File: src/rtl/trap_sequencer_pkg.sv
// -----------------------------------------------------------------------------
// trap_sequencer_pkg
// Shared definitions for the trap sequencer:
//   - default data width (taken from the XLEN macro, 32 if not supplied)
//   - FSM state encodings
//   - exception and interrupt cause codes
//   - interrupt priority order, highest priority first
//   - the ECALL cause rewrite helper
// -----------------------------------------------------------------------------
`ifndef XLEN
`define XLEN 32
`endif

package trap_sequencer_pkg;

    localparam int XLEN_DEFAULT = `XLEN;

    // FSM state encodings
    localparam logic [1:0] ST_IDLE   = 2'd0;
    localparam logic [1:0] ST_FLUSH  = 2'd1;
    localparam logic [1:0] ST_COMMIT = 2'd2;

    // Exception cause codes
    localparam logic [4:0] CAUSE_MISALIGN_FETCH = 5'd0;
    localparam logic [4:0] CAUSE_ILLEGAL_INSN   = 5'd2;
    localparam logic [4:0] CAUSE_BREAKPOINT     = 5'd3;
    localparam logic [4:0] CAUSE_ECALL_U        = 5'd8;
    localparam logic [4:0] CAUSE_ECALL_S        = 5'd9;
    localparam logic [4:0] CAUSE_ECALL_M        = 5'd11;

    // Interrupt cause codes (bit index into mip/mie)
    localparam logic [3:0] IRQ_S_SW    = 4'd1;
    localparam logic [3:0] IRQ_M_SW    = 4'd3;
    localparam logic [3:0] IRQ_S_TIMER = 4'd5;
    localparam logic [3:0] IRQ_M_TIMER = 4'd7;
    localparam logic [3:0] IRQ_S_EXT   = 4'd9;
    localparam logic [3:0] IRQ_M_EXT   = 4'd11;

    // Interrupt priority, entry 0 is the highest priority
    localparam int IRQ_NUM_PRIO = 6;
    localparam logic [3:0] IRQ_PRIO [IRQ_NUM_PRIO] = '{
        IRQ_M_EXT, IRQ_M_SW, IRQ_M_TIMER, IRQ_S_EXT, IRQ_S_SW, IRQ_S_TIMER
    };

    // The pipeline reports every environment call as cause 8; the real cause
    // depends on the privilege level the call was made from. The reserved
    // privilege encoding 2'b10 is treated as machine mode.
    function automatic logic [4:0] ecall_rewrite(input logic [4:0] cause,
                                                 input logic [1:0] priv);
        logic [4:0] res;
        res = cause;
        if (cause == CAUSE_ECALL_U) begin
            case (priv)
                2'b00:   res = CAUSE_ECALL_U;
                2'b01:   res = CAUSE_ECALL_S;
                default: res = CAUSE_ECALL_M;
            endcase
        end
        return res;
    endfunction

endpackage

File: src/rtl/irq_priority_enc.sv
// -----------------------------------------------------------------------------
// irq_priority_enc
// Combinational priority encoder over the 12 pending-interrupt bits.
// Only causes 11, 3, 7, 9, 1, 5 (in that priority order) are considered;
// every other pending bit is ignored.
// Ports:
//   pending  in  12  mip & mie, bit-indexed by interrupt cause
//   found    out 1   at least one prioritised interrupt is pending
//   cause    out 5   cause code of the winning interrupt (0 when none)
// -----------------------------------------------------------------------------
module irq_priority_enc
    import trap_sequencer_pkg::*;
(
    input  logic [11:0] pending,
    output logic        found,
    output logic [4:0]  cause
);

    // Walk from lowest to highest priority so the highest one overwrites.
    always_comb begin
        found = 1'b0;
        cause = 5'd0;
        for (int i = IRQ_NUM_PRIO - 1; i >= 0; i--) begin
            if (pending[IRQ_PRIO[i]]) begin
                found = 1'b1;
                cause = {1'b0, IRQ_PRIO[i]};
            end
        end
    end

endmodule

File: src/rtl/trap_sequencer.sv
// -----------------------------------------------------------------------------
// trap_sequencer
// Arbitrates synchronous exceptions from NUM_SRC pipeline stages (index 0 is
// the oldest and wins) and, when built with TRAP_IRQ_EN defined, pending
// interrupts. The winning trap is captured, a pipeline flush handshake is
// run, and the trap is then offered to the CSR file over valid/ready.
// Build option:
//   TRAP_IRQ_EN  defined   -> interrupts are arbitrated (exceptions still win)
//                undefined -> irq_* inputs unused, trap_irq constant 0
// Ports:
//   clk, reset (async, active-high)
//   current_priv            privilege mode used for the ECALL cause rewrite
//   src_valid/cause/pc/tval packed per-source exception requests
//   irq_pending/global_en/pc interrupt inputs
//   flush_req / flush_done  pipeline flush handshake
//   trap_valid / trap_ready trap hand-off to the CSR file
//   trap_irq/cause/pc/tval  captured trap payload
//   busy                    sequencer is not idle
//   trap_count              saturating count of accepted traps
// -----------------------------------------------------------------------------
`ifndef XLEN
`define XLEN 32
`endif

module trap_sequencer
    import trap_sequencer_pkg::*;
#(
    parameter int XLEN    = `XLEN,
    parameter int NUM_SRC = 4,
    parameter int CNT_W   = 16
) (
    input  logic                    clk,
    input  logic                    reset,
    input  logic [1:0]              current_priv,
    input  logic [NUM_SRC-1:0]      src_valid,
    input  logic [5*NUM_SRC-1:0]    src_cause,
    input  logic [XLEN*NUM_SRC-1:0] src_pc,
    input  logic [XLEN*NUM_SRC-1:0] src_tval,
    input  logic [11:0]             irq_pending,
    input  logic                    irq_global_en,
    input  logic [XLEN-1:0]         irq_pc,
    output logic                    flush_req,
    input  logic                    flush_done,
    output logic                    trap_valid,
    input  logic                    trap_ready,
    output logic                    trap_irq,
    output logic [4:0]              trap_cause,
    output logic [XLEN-1:0]         trap_pc,
    output logic [XLEN-1:0]         trap_tval,
    output logic                    busy,
    output logic [CNT_W-1:0]        trap_count
);

    function automatic logic [CNT_W-1:0] sat_inc(input logic [CNT_W-1:0] v);
        return (&v) ? v : v + 1'b1;
    endfunction

    logic [1:0] state;

    // Oldest valid source: scan from youngest to oldest, oldest overwrites.
    logic            exc_found;
    logic [4:0]      exc_cause;
    logic [XLEN-1:0] exc_pc;
    logic [XLEN-1:0] exc_tval;

    always_comb begin
        exc_found = 1'b0;
        exc_cause = 5'd0;
        exc_pc    = '0;
        exc_tval  = '0;
        for (int i = NUM_SRC - 1; i >= 0; i--) begin
            if (src_valid[i]) begin
                exc_found = 1'b1;
                exc_cause = src_cause[5*i +: 5];
                exc_pc    = src_pc[XLEN*i +: XLEN];
                exc_tval  = src_tval[XLEN*i +: XLEN];
            end
        end
    end

`ifdef TRAP_IRQ_EN
    logic       irq_found;
    logic [4:0] irq_cause;

    irq_priority_enc u_irq_enc (
        .pending (irq_pending),
        .found   (irq_found),
        .cause   (irq_cause)
    );
`else
    logic unused_irq;
    assign unused_irq = ^{irq_pending, irq_global_en, irq_pc};
`endif

    // Candidate payload for capture in IDLE
    logic            cap_take;
    logic            cap_irq;
    logic [4:0]      cap_cause;
    logic [XLEN-1:0] cap_pc;
    logic [XLEN-1:0] cap_tval;

    always_comb begin
        cap_take  = exc_found;
        cap_irq   = 1'b0;
        cap_cause = ecall_rewrite(exc_cause, current_priv);
        cap_pc    = exc_pc;
        cap_tval  = exc_tval;
`ifdef TRAP_IRQ_EN
        if (!exc_found && irq_global_en && irq_found) begin
            cap_take  = 1'b1;
            cap_irq   = 1'b1;
            cap_cause = irq_cause;
            cap_pc    = irq_pc;
            cap_tval  = '0;
        end
`endif
    end

    // Capture in IDLE -> flush handshake -> commit handshake
    always_ff @(posedge clk or posedge reset) begin
        if (reset) begin
            state      <= ST_IDLE;
            trap_irq   <= 1'b0;
            trap_cause <= 5'd0;
            trap_pc    <= '0;
            trap_tval  <= '0;
            trap_count <= '0;
        end else begin
            case (state)
                ST_IDLE: begin
                    if (cap_take) begin
                        state      <= ST_FLUSH;
                        trap_irq   <= cap_irq;
                        trap_cause <= cap_cause;
                        trap_pc    <= cap_pc;
                        trap_tval  <= cap_tval;
                    end
                end
                ST_FLUSH: begin
                    if (flush_done) state <= ST_COMMIT;
                end
                ST_COMMIT: begin
                    if (trap_ready) begin
                        state      <= ST_IDLE;
                        trap_count <= sat_inc(trap_count);
                    end
                end
                default: state <= ST_IDLE;
            endcase
        end
    end

    assign flush_req  = (state == ST_FLUSH);
    assign trap_valid = (state == ST_COMMIT);
    assign busy       = (state != ST_IDLE);

endmodule

File: config.mk
export PLATFORM = sky130hd
export DESIGN_NAME = trap_sequencer
export DESIGN_NICKNAME = d
export VERILOG_FILES = /design/src/rtl/trap_sequencer_pkg.sv /design/src/rtl/irq_priority_enc.sv /design/src/rtl/trap_sequencer.sv
export SDC_FILE = /design/constraint.sdc
export NUM_CORES = 1
export LEC_CHECK = 0
export CAP_MARGIN = 30
export CORE_AREA = 4 4 163 165
export DETAILED_ROUTE_END_ITERATION = 7
export DIE_AREA = 0 0 167 169
export MAX_ROUTING_LAYER = met4
export PLACE_DENSITY_LB_ADDON = 0.15
export SLEW_MARGIN = 20
export SYNTH_ARGS = -nofsm -noshare
export SYNTH_HDL_FRONTEND = slang
export SYNTH_SLANG_ARGS = --single-unit
File: constraint.sdc
create_clock -name clk -period 4.6 [get_ports clk]
set_input_delay 0.46 -clock clk [delete_from_list [all_inputs] [get_ports clk]]
set_output_delay 0.46 -clock clk [all_outputs]
set_load 0.01 [all_outputs]
==> metrics.yaml, run 1 <==
synth_xor_area_frac: 0.0235
seq_area_frac_synth: 0.417
slew_viol_final: 0
netlist_area_sq_um: 5220
final_layout_size_suffix_gt1_frac: 0.0354
path_class: "in -> reg"
cp_max_fo: 86
r2r_start: "state[0]$_DFFE_PP0P_"
synth_top_family_by_area: "compound AO/OA/AOI/OAI gates"
powerDensity_nw_per_um2: 404
r2r_cells: 5
startpoint: "src_valid[0]"
synthSimpleGateAreaFrac: 0.230
drt-total-wl_microns: 24600
dieArea_sq_um: 28200
cts_tree: "yes"
slew_headroom: 0.396
area_delta_synth_final_pct: 81.6
arrival_ns: 2.72
worst_slew_pin_slew_ns: 0.906
grt_remaining_overflow: 0
drcViolationCount: 0
async_flop_share: 1.00
ys_warn_count: 0
finClkSkew_ns: 0.00815
die_width_microns: 167
wl_per_cell_microns: 19.0
cp-end-kind: "register"
syn-instance-count: 625
fin_crit_ns: 2.50
fin_setup_tns_ns: 0
yosys_register_bits: 87
numPortBuffers: 373
rsz0062_at_grt: "no"
grt_pass1_wl_microns: 36300
via_per_inst: 4.53
final_cell_area_sq_um: 9480
nFillCells: 2651
clockRootBuffer: "clkbuf_16"
ant_nets: 0
p_leak_nw: 3.59
regArea_sq_um: 2180
globalplace.congestion: 0.790
synthMuxAreaShare: 0.00815
hold_buffers: 0
nets: 1289
synth-compound-area-share: 0.264
cts_setup_buffers: 0
dr_total_vias: 5862
outcome: "finished clean"
finalSetupViolCount: 0
gr-usage-all-layers: 0.172
clock.fmax_mhz: 400
hold_viol_final: 0
numCtsBuffers: 9
grt_max_degree: 97
post_cts_resized: 0
hp-class: "in -> async"
maxCapViolCount: 0
final.period_utilization: 0.544
synth-edff-count: 0
clkTransAtPathRegs_ns: 0.07
core-area_sq_um: 25000
synth_fa_ha_area_frac: 0.00240
dr.pass1.iters: 4
final_core_util: 0.379
start_util: 0.208
num_rows: 58
worstPathRequired_ns: 4.81
ios: 420
peakVddDrop_v: 0.000223
multi_input_area_sq_um: 2770
grt_pass1_vias: 5984
cts_sinks: 87
synthFlopType: "dfrtp_1"
dp_hpwl_microns: 18900
hold_slack_ns: 0.407
synth_nets: 957
ys_types: 36
dr.first_iter.drc_count: 221
h-tree-depth: 3
synth_area_per_cell_sq_um: 8.35
antenna_found_initial: 3
die_h_microns: 169
p_total_mw: 3.83
clk_latency_ns: 0.34
startpoint_type: "input pin"
clk_path_buf_depth: 2
dpl_cell_area_sq_um: 9170
## cells in the final DEF, fill, tap and decap left out, types with 2 or more instances in the layout
cell type,synthesis,layout
a21oi_1,65,65
a221oi_1,67,67
a31oi_1,2,2
buf_4,5,8
clkbuf_16,0,9
clkdlybuf4s50_1,0,370
dfrtp_1,87,87
diode_2,0,3
inv_1,4,3
mux2_2,2,2
mux2i_1,2,2
nand2_1,76,76
nand3_1,4,4
nand3b_1,2,2
nand4_1,6,6
nor2_1,10,10
nor2b_1,67,66
nor3_1,65,65
nor4_1,2,2
o21ai_0,65,65
o22ai_1,4,4
o31ai_1,6,6
or2_2,2,2
or3_1,2,2
xnor2_1,9,9
xor2_1,5,5
## power breakdown
group / internal (mW) / leakage [nW] / switching, mW
combinational: 0.999 / 2.36 / 0.854
clock: 0.381 / 0.132 / 0.326
sequential: 1.08 / 1.10 / 0.184
total: 2.46 / 3.59 / 1.36
## flip-flops by register name (all words and copies together), names as in the netlist
register / cells
state: 2
trap_tval: 32
trap_pc: 32
trap_count: 16
trap_cause: 5
## Yosys cell counts, drive strengths merged (3+ instances only)
| master | n | share of area |
|---|---|---|
| o22ai | 4 | 0.0048 |
| a21oi | 65 | 0.062 |
| xor2 | 5 | 0.0084 |
| xnor2 | 9 | 0.015 |
| nor3 | 65 | 0.062 |
| o31ai | 6 | 0.0086 |
| a221oi | 67 | 0.11 |
| buf | 19 | 0.022 |
| or2 | 3 | 0.0041 |
| dfrtp | 87 | 0.42 |
| nor2 | 10 | 0.0072 |
| nand4 | 6 | 0.0072 |
| inv | 4 | 0.0029 |
| o21ai | 65 | 0.062 |
| nor2b | 67 | 0.080 |
| nand2 | 76 | 0.055 |
| nand3 | 4 | 0.0038 |
| clkbuf | 41 | 0.029 |
## worst paths after layout
kind,endpoint,slack [ns]
max,trap_pc[3]$_DFFE_PP0P_,2.10
min reg2reg,trap_tval[26]$_DFFE_PP0P_,0.48
max in group asynchronous,trap_cause[0]$_DFFE_PP0P_,3.21
max reg2reg,trap_pc[3]$_DFFE_PP0P_,2.54
min in group clk,trap_tval[26]$_DFFE_PP0P_,0.48
min,trap_tval[7]$_DFFE_PP0P_,0.41
## final cells by class
type / instances / area share
flip-flops and latches: 87 / 0.230
inverters: 4 / 0.00185
repair buffers: 381 / 0.403
clock buffers: 11 / 0.0256
clock inverters: 4 / 0.00317
diodes: 3 / 0.000792
multi-input cells: 474 / 0.293
well taps: 330 / 0.0436
## critical path, cell delays in order
cell and delay [ns]:
buf_4 0.27, or2_4 0.33, or3_1 0.45, nand2b_4 0.66, buf_12 0.29, o21ai_0 0.12
## per-stage QoR
step | setup WS (ns) | std cells
floorplan | 1.89 | 625
global placement | 1.71 | 1275
detailed placement | 1.69 | 1275
CTS | 2.08 | 1290
global route | 1.89 | 1294
finish | 2.10 | 1294
## metal layers
metal	part of all wire	wire, microns	up-vias	GRT usage
met5	0	0	-	-
met4	0.017	407	0	0.0377
met3	0.080	1970	18	0.0582
met2	0.51	12600	217	0.296
met1	0.39	9670	2666	0.196
li1	-	-	2961	-
## cell families (layout without fill, tap and decap cells)
family,Yosys count,in the layout
other cells,1,4
compound gates,215,215
mux,4,4
buf+inv,64,400
simple gates,239,239
fa+ha+maj,1,1
flops,87,87
xor+xnor,14,14
No activity file was read; power rests on OpenSTA's default activity.
==> run 2: changes to the inputs <==
==> constraint.sdc (replaced) <==
create_clock -name clk -period 2.4 [get_ports clk]
set_input_delay 0.24 -clock clk [delete_from_list [all_inputs] [get_ports clk]]
set_output_delay 0.24 -clock clk [all_outputs]
set_load 0.01 [all_outputs]
==> run 2 against run 1 <==
Die area stayed put; sequential power is 92% higher; hold slack worse by 0.029 ns; clock power is 140% higher; flip-flop and latch count stayed put; critical path type is now reg -> out; critical endpoint is now busy; largest power group unchanged.
==> metrics.yaml, run 2 (synthesis results as in run 1) <==
outcome: "finished clean"
fin_setup_tns_ns: 0  # unchanged
slew_viol_final: 0  # unchanged
cp_max_fo: 6  # -93%
numCtsBuffers: 9  # unchanged
via_per_inst: 4.51  # -0.36%
slew_headroom: 0.525  # +0.129
wl_per_cell_microns: 18.7  # -1.4%
gr-usage-all-layers: 0.171  # -0.000930
ios: 420  # unchanged
rsz0062_at_grt: "no"
reg2reg_slack_ns: 0.65  # -1.89 ns
h-tree-depth: 3  # unchanged
start_util: 0.208  # unchanged
r2r_cells: 5  # unchanged
cp-end-kind: "primary output"
clockRootBuffer: "clkbuf_16"
swShare: 0.346  # -0.0101
arrival_ns: 1.61  # -1.11 ns
final_layout_size_suffix_gt1_frac: 0.0454  # +0.00998
post_cts_resized: 0  # unchanged
layout_common_cells: "clkdlybuf4s50_1 (370), dfrtp_1 (87), nand2_1 (76), a221oi_1 (67), nor2b_1 (66)"
place_ws_ns: 0.237  # -1.45 ns
drt-total-wl_microns: 24500  # -0.36%
worstPathRequired_ns: 2.16  # -2.65 ns
reg_top3: "trap_pc (32), trap_tval (32), trap_count (16)"
hold_buffers: 0  # unchanged
dr.first_iter.drc_count: 255  # +15%
max_stage_delay_ns: 0.50  # -0.16 ns
hp-class: "in -> async"
ant_nets: 0  # unchanged
dr_total_vias: 5904  # +0.72%
peakVddDrop_v: 0.000341  # +53%
grt_pass1_wl_microns: 36100  # -0.55%
crit_slowest_cell: "clkdlybuf4s50_1"
powerDensity_nw_per_um2: 806  # +100%
layout_commonest_cell: "clkdlybuf4s50_1"
power_frac_seq: 0.313  # -0.018
cp_cell_sequence: "or2_2 > clkdlybuf4s50_1"
grt_max_degree: 88  # -9.3%
nFillCells: 2629  # -0.83%
num_rows: 58  # unchanged
finalSetupViolCount: 0  # unchanged
startpoint_type: "register"
p_int_mw: 5.09  # +110%
grt_remaining_overflow: 0  # unchanged
dp_hpwl_microns: 19400  # +2.8%
final.period_utilization: 0.772
maxCapViolCount: 0  # unchanged
clk_latency_ns: 0.34  # about the same
worst_slew_pin_slew_ns: 0.713  # -0.193 ns
clkTransAtPathRegs_ns: 0.07  # about the same
dr.pass1.iters: 6  # +2
globalplace.congestion: 0.807  # +2.2%
drcViolationCount: 0  # unchanged
cts_setup_buffers: 0  # unchanged
hold_viol_final: 0  # unchanged
p_leak_nw: 3.67  # +2.1%
pwr-share-clk: 0.216  # +0.031
nets: 1297  # +0.62%
grt_pass1_vias: 5948  # -0.60%
antenna_found_initial: 6  # +3
numPortBuffers: 373  # unchanged
p_sw_mw: 2.69  # +97%
die_h_microns: 169  # unchanged
fin_crit_ns: 1.85
clock.fmax_mhz: 540
worst_slack_ns: 0.548  # -1.55 ns
area_delta_synth_final_pct: 84.8
path_class: "reg -> out"
die_width_microns: 167  # unchanged
core-area_sq_um: 25000  # unchanged
clk_path_buf_depth: 2  # unchanged
dieArea_sq_um: 28200  # unchanged
cts_tree: "yes"
pwr-share-comb: 0.470  # -0.014
finClkSkew_ns: 0.00763  # -0.000518 ns
cts_sinks: 87  # unchanged
==> run 2: cell count changes in the layout (fill, tap and decap cells not counted), sizes merged <==
cell / previous run / this run
buf: 11 / 19
diode: 3 / 8
bufinv: 0 / 3
clkbuf: 11 / 9
clkinv: 2 / 0
clkinvlp: 1 / 2
inv: 5 / 6
==> run 2: cell type report <==
type,instances,area [sq um],share of cell area
antenna,8,20.0,0.00208
clock buffer,9,225,0.0233
clock inverter,7,124,0.0128
inverter,4,18.8,0.00195
multi-input combinational,474,2770,0.288
sequential,87,2180,0.226
tap,330,413,0.0428
timing repair buffer,389,3890,0.404
==> run 2: worst max-delay path, delay by kind of cell (launching register included) <==
| kind | cells | cell delay, ns |
|---|---|---|
| buf+inv | 1 | 0.50 |
| simple gates | 1 | 0.35 |
| flops | 1 | 0.42 |
==> run 2: through the flow <==
step                instances  area (sq um)  power [mW]  utilization  hold WS, ns
detailed placement       1284          9280        6.22        0.371        0.469
finish                   1308          9650        7.78        0.385        0.379
global route             1306          9640        8.35        0.385        0.392
CTS                      1300          9630        7.96        0.384        0.396
global placement         1284          9280        6.20        0.371        0.462
floorplan                 625          5220        3.94            -        0.335
==> run 2: power by group through the flow <==
stage | Sequential, mW | Clock [mW] | Combinational, mW
finish | 2.44 | 1.68 | 3.66
global route | 2.53 | 1.82 | 4.00
CTS | 2.45 | 1.74 | 3.76
detailed placement | 2.47 | 0 | 3.76
global placement | 2.46 | 0 | 3.74
floorplan | 2.70 | 0 | 1.24
==> run 2: path summary, 6_finish.rpt <==
| check | start | to |
|---|---|---|
| min in group clk | src_valid[0] | trap_cause[4]$_DFFE_PP0P_ |
| worst max-delay path | state[0]$_DFFE_PP0P_ | busy |
| worst max register to register | trap_count[0]$_DFFE_PP0P_ | trap_count[1]$_DFFE_PP0P_ |
| worst min-delay path | reset | trap_count[5]$_DFFE_PP0P_ |
| worst min register to register | trap_tval[19]$_DFFE_PP0P_ | trap_tval[19]$_DFFE_PP0P_ |
| max in group asynchronous | reset | trap_pc[30]$_DFFE_PP0P_ |
==> run 2: per-layer routing <==
layer | GRT usage | part of all wire | vias up | wire, microns
met1 | 0.192 | 0.40 | 2698 | 9710
li1 | - | - | 2992 | -
met4 | 0.0413 | 0.011 | 0 | 258
met5 | - | 0 | - | 0
met3 | 0.0584 | 0.075 | 11 | 1840
met2 | 0.296 | 0.52 | 203 | 12700
==> run 3: changes to the inputs <==
==> constraint.sdc (replaced) <==
create_clock -name clk -period 1.7 [get_ports clk]
set_input_delay 0.17 -clock clk [delete_from_list [all_inputs] [get_ports clk]]
set_output_delay 0.17 -clock clk [all_outputs]
set_load 0.01 [all_outputs]
==> run 3 against run 2 <==
Clock power grew 30%; critical path depth grew 5; highest routed layer unchanged; worst setup slack lost 0.47 ns; first-iteration DRC count shrank 19%; critical path type is now in -> reg; die area is the same; power grew 43%; register-to-register slack lost 0.56 ns; non-clock buffer count grew 52; sequential power grew 40%; via count grew 3.5%; combinational power grew 51%.
==> metrics.yaml, run 3 (synthesis results as in run 1) <==
reg2reg_slack_ns: 0.09  # -0.56 ns
cts_sinks: 87  # unchanged
finClkSkew_ns: 0.00688  # -0.000751 ns
arrival_ns: 1.86  # +0.25 ns
fin_setup_tns_ns: 0  # unchanged
dieArea_sq_um: 28200  # unchanged
dr.pass1.iters: 4  # -2
ios: 420  # unchanged
antenna_found_initial: 2  # -4
grt_use_met3: 0.0539  # -0.00444
numCtsBuffers: 9  # unchanged
met2_usage: 0.308  # +0.0129
drt-total-wl_microns: 25200  # +2.8%
final_cell_area_sq_um: 10100  # +5.2%
powerDensity_nw_per_um2: 1100  # +36%
worst_slack_ns: 0.0827  # -0.465 ns
wl_per_cell_microns: 18.6  # -0.73%
globalplace.congestion: 0.807  # about the same
final_core_util: 0.405  # +0.0201
fin_crit_ns: 1.62
cp_max_fo: 6  # unchanged
dpl_cell_area_sq_um: 9740  # +5.0%
final.period_utilization: 0.951
grt.busiest_layer: "met2"
clkTransAtPathRegs_ns: 0.07  # about the same
reg_top3: "trap_pc (32), trap_tval (32), trap_count (16)"
slew_viol_final: 0  # unchanged
regArea_sq_um: 2180  # unchanged
clockRootBuffer: "clkbuf_16"
grt_pass1_wl_microns: 36900  # +2.3%
cp-end-kind: "register"
drcViolationCount: 0  # unchanged
die_width_microns: 167  # unchanged
finalSetupViolCount: 0  # unchanged
via_per_inst: 4.51  # about the same
dp_hpwl_microns: 20200  # +4.3%
outcome: "finished clean"
nets: 1349  # +4.0%
gr-usage-all-layers: 0.174  # +0.00300
core-area_sq_um: 25000  # unchanged
dr_total_vias: 6112  # +3.5%
grt_max_degree: 69  # -22%
finalNonFillerCells: 1354  # +3.5%
hold_slack_ns: 0.138  # -0.241 ns
area_delta_synth_final_pct: 94.5
grt.met1_usage: 0.197  # +0.00436
nFillCells: 2586  # -1.6%
rsz0062_at_grt: "yes"
hold_viol_final: 0  # unchanged
path_class: "in -> reg"
layout_common_cells: "clkdlybuf4s50_1 (367), dfrtp_1 (87), nand2_1 (76)"
p_total_mw: 11.1  # +43%
peakVddDrop_v: 0.000504  # +48%
worst_slew_pin_slew_ns: 0.495  # -0.217 ns
numPortBuffers: 373  # unchanged
num_rows: 58  # unchanged
clk_latency_ns: 0.34  # about the same
cts_tree: "yes"
hp-class: "in -> async"
post-place-cells: 1331  # +3.7%
ant_nets: 0  # unchanged
multi_input_area_sq_um: 2800  # +0.99%
dr.first_iter.drc_count: 206  # -19%
startpoint_type: "input pin"
maxCapViolCount: 0  # unchanged
worstPathRequired_ns: 1.95  # -0.21 ns
layout_commonest_cell: "clkdlybuf4s50_1"
p_leak_nw: 3.98  # +8.6%
r2r_cells: 4  # -1
h-tree-depth: 3  # unchanged
start_util: 0.208  # unchanged
final_layout_size_suffix_gt1_frac: 0.0978  # +0.0525
die_h_microns: 169  # unchanged
place_ws_ns: -0.336  # -0.573 ns
clk_path_buf_depth: 2  # unchanged
clock.fmax_mhz: 618
grt_pass1_vias: 6271  # +5.4%
grt_remaining_overflow: 0  # unchanged
slew_headroom: 0.667  # +0.142
-- run 3: cell count changes in the layout (fill, tap and decap cells not counted), moves of 2 or more --
cell	delta
a221oi_1	-2
a221oi_2	+2
buf_12	+9
buf_4	+41
clkdlybuf4s50_1	-3
diode_2	-6
dlygate4sd2_1	+3
nor2b_1	-2
-- run 3: what timing repair did --
item / CTS / global route
hold buffers: 0 / 0
gates cloned: 0 / 1
setup endpoints to repair: 3 / 8
gates resized for setup: 6 / 4
pin swaps: 0 / 2
setup buffers: 0 / 4
-- run 3: final cells by class --
type | instances | share of cell area
Timing Repair Buffer | 441 | 0.435
Multi-Input combinational cell | 474 | 0.276
Sequential cell | 87 | 0.214
Tap cell | 330 | 0.0407
Clock buffer | 10 | 0.0226
Clock inverter | 6 | 0.00900
Inverter | 4 | 0.00185
Antenna cell | 2 | 0.000493
-- run 3: routing by layer --
metal  up-vias  part of all wire
met5         -                 0
li1       3083                 -
met4         0             0.012
met1      2803              0.39
met2       211              0.53
met3        15             0.074
-- run 3: critical path, stage by stage --
cell	delay, ns
clkdlybuf4s50_1	0.47
nor2b_4	0.24
buf_6	0.19
a221oi_1	0.10
o31ai_1	0.47
mux2i_1	0.14
o31ai_1	0.09
-- run 3: worst paths after layout --
| path | from | end |
|---|---|---|
| worst max-delay path | src_valid[3] | trap_cause[0]$_DFFE_PP0P_ |
| max in group asynchronous | reset | trap_pc[29]$_DFFE_PP0P_ |
| worst min-delay path | reset | trap_tval[31]$_DFFE_PP0P_ |
| min in group clk | src_valid[0] | trap_pc[22]$_DFFE_PP0P_ |
| worst max register to register | state[0]$_DFFE_PP0P_ | trap_cause[1]$_DFFE_PP0P_ |
| worst min register to register | trap_tval[9]$_DFFE_PP0P_ | trap_tval[9]$_DFFE_PP0P_ |
-- run 3: power breakdown --
part	internal [mW]	total (mW)	switching, mW
sequential	2.93	3.42	0.491
combinational	3.04	5.51	2.47
clock	1.30	2.19	0.893
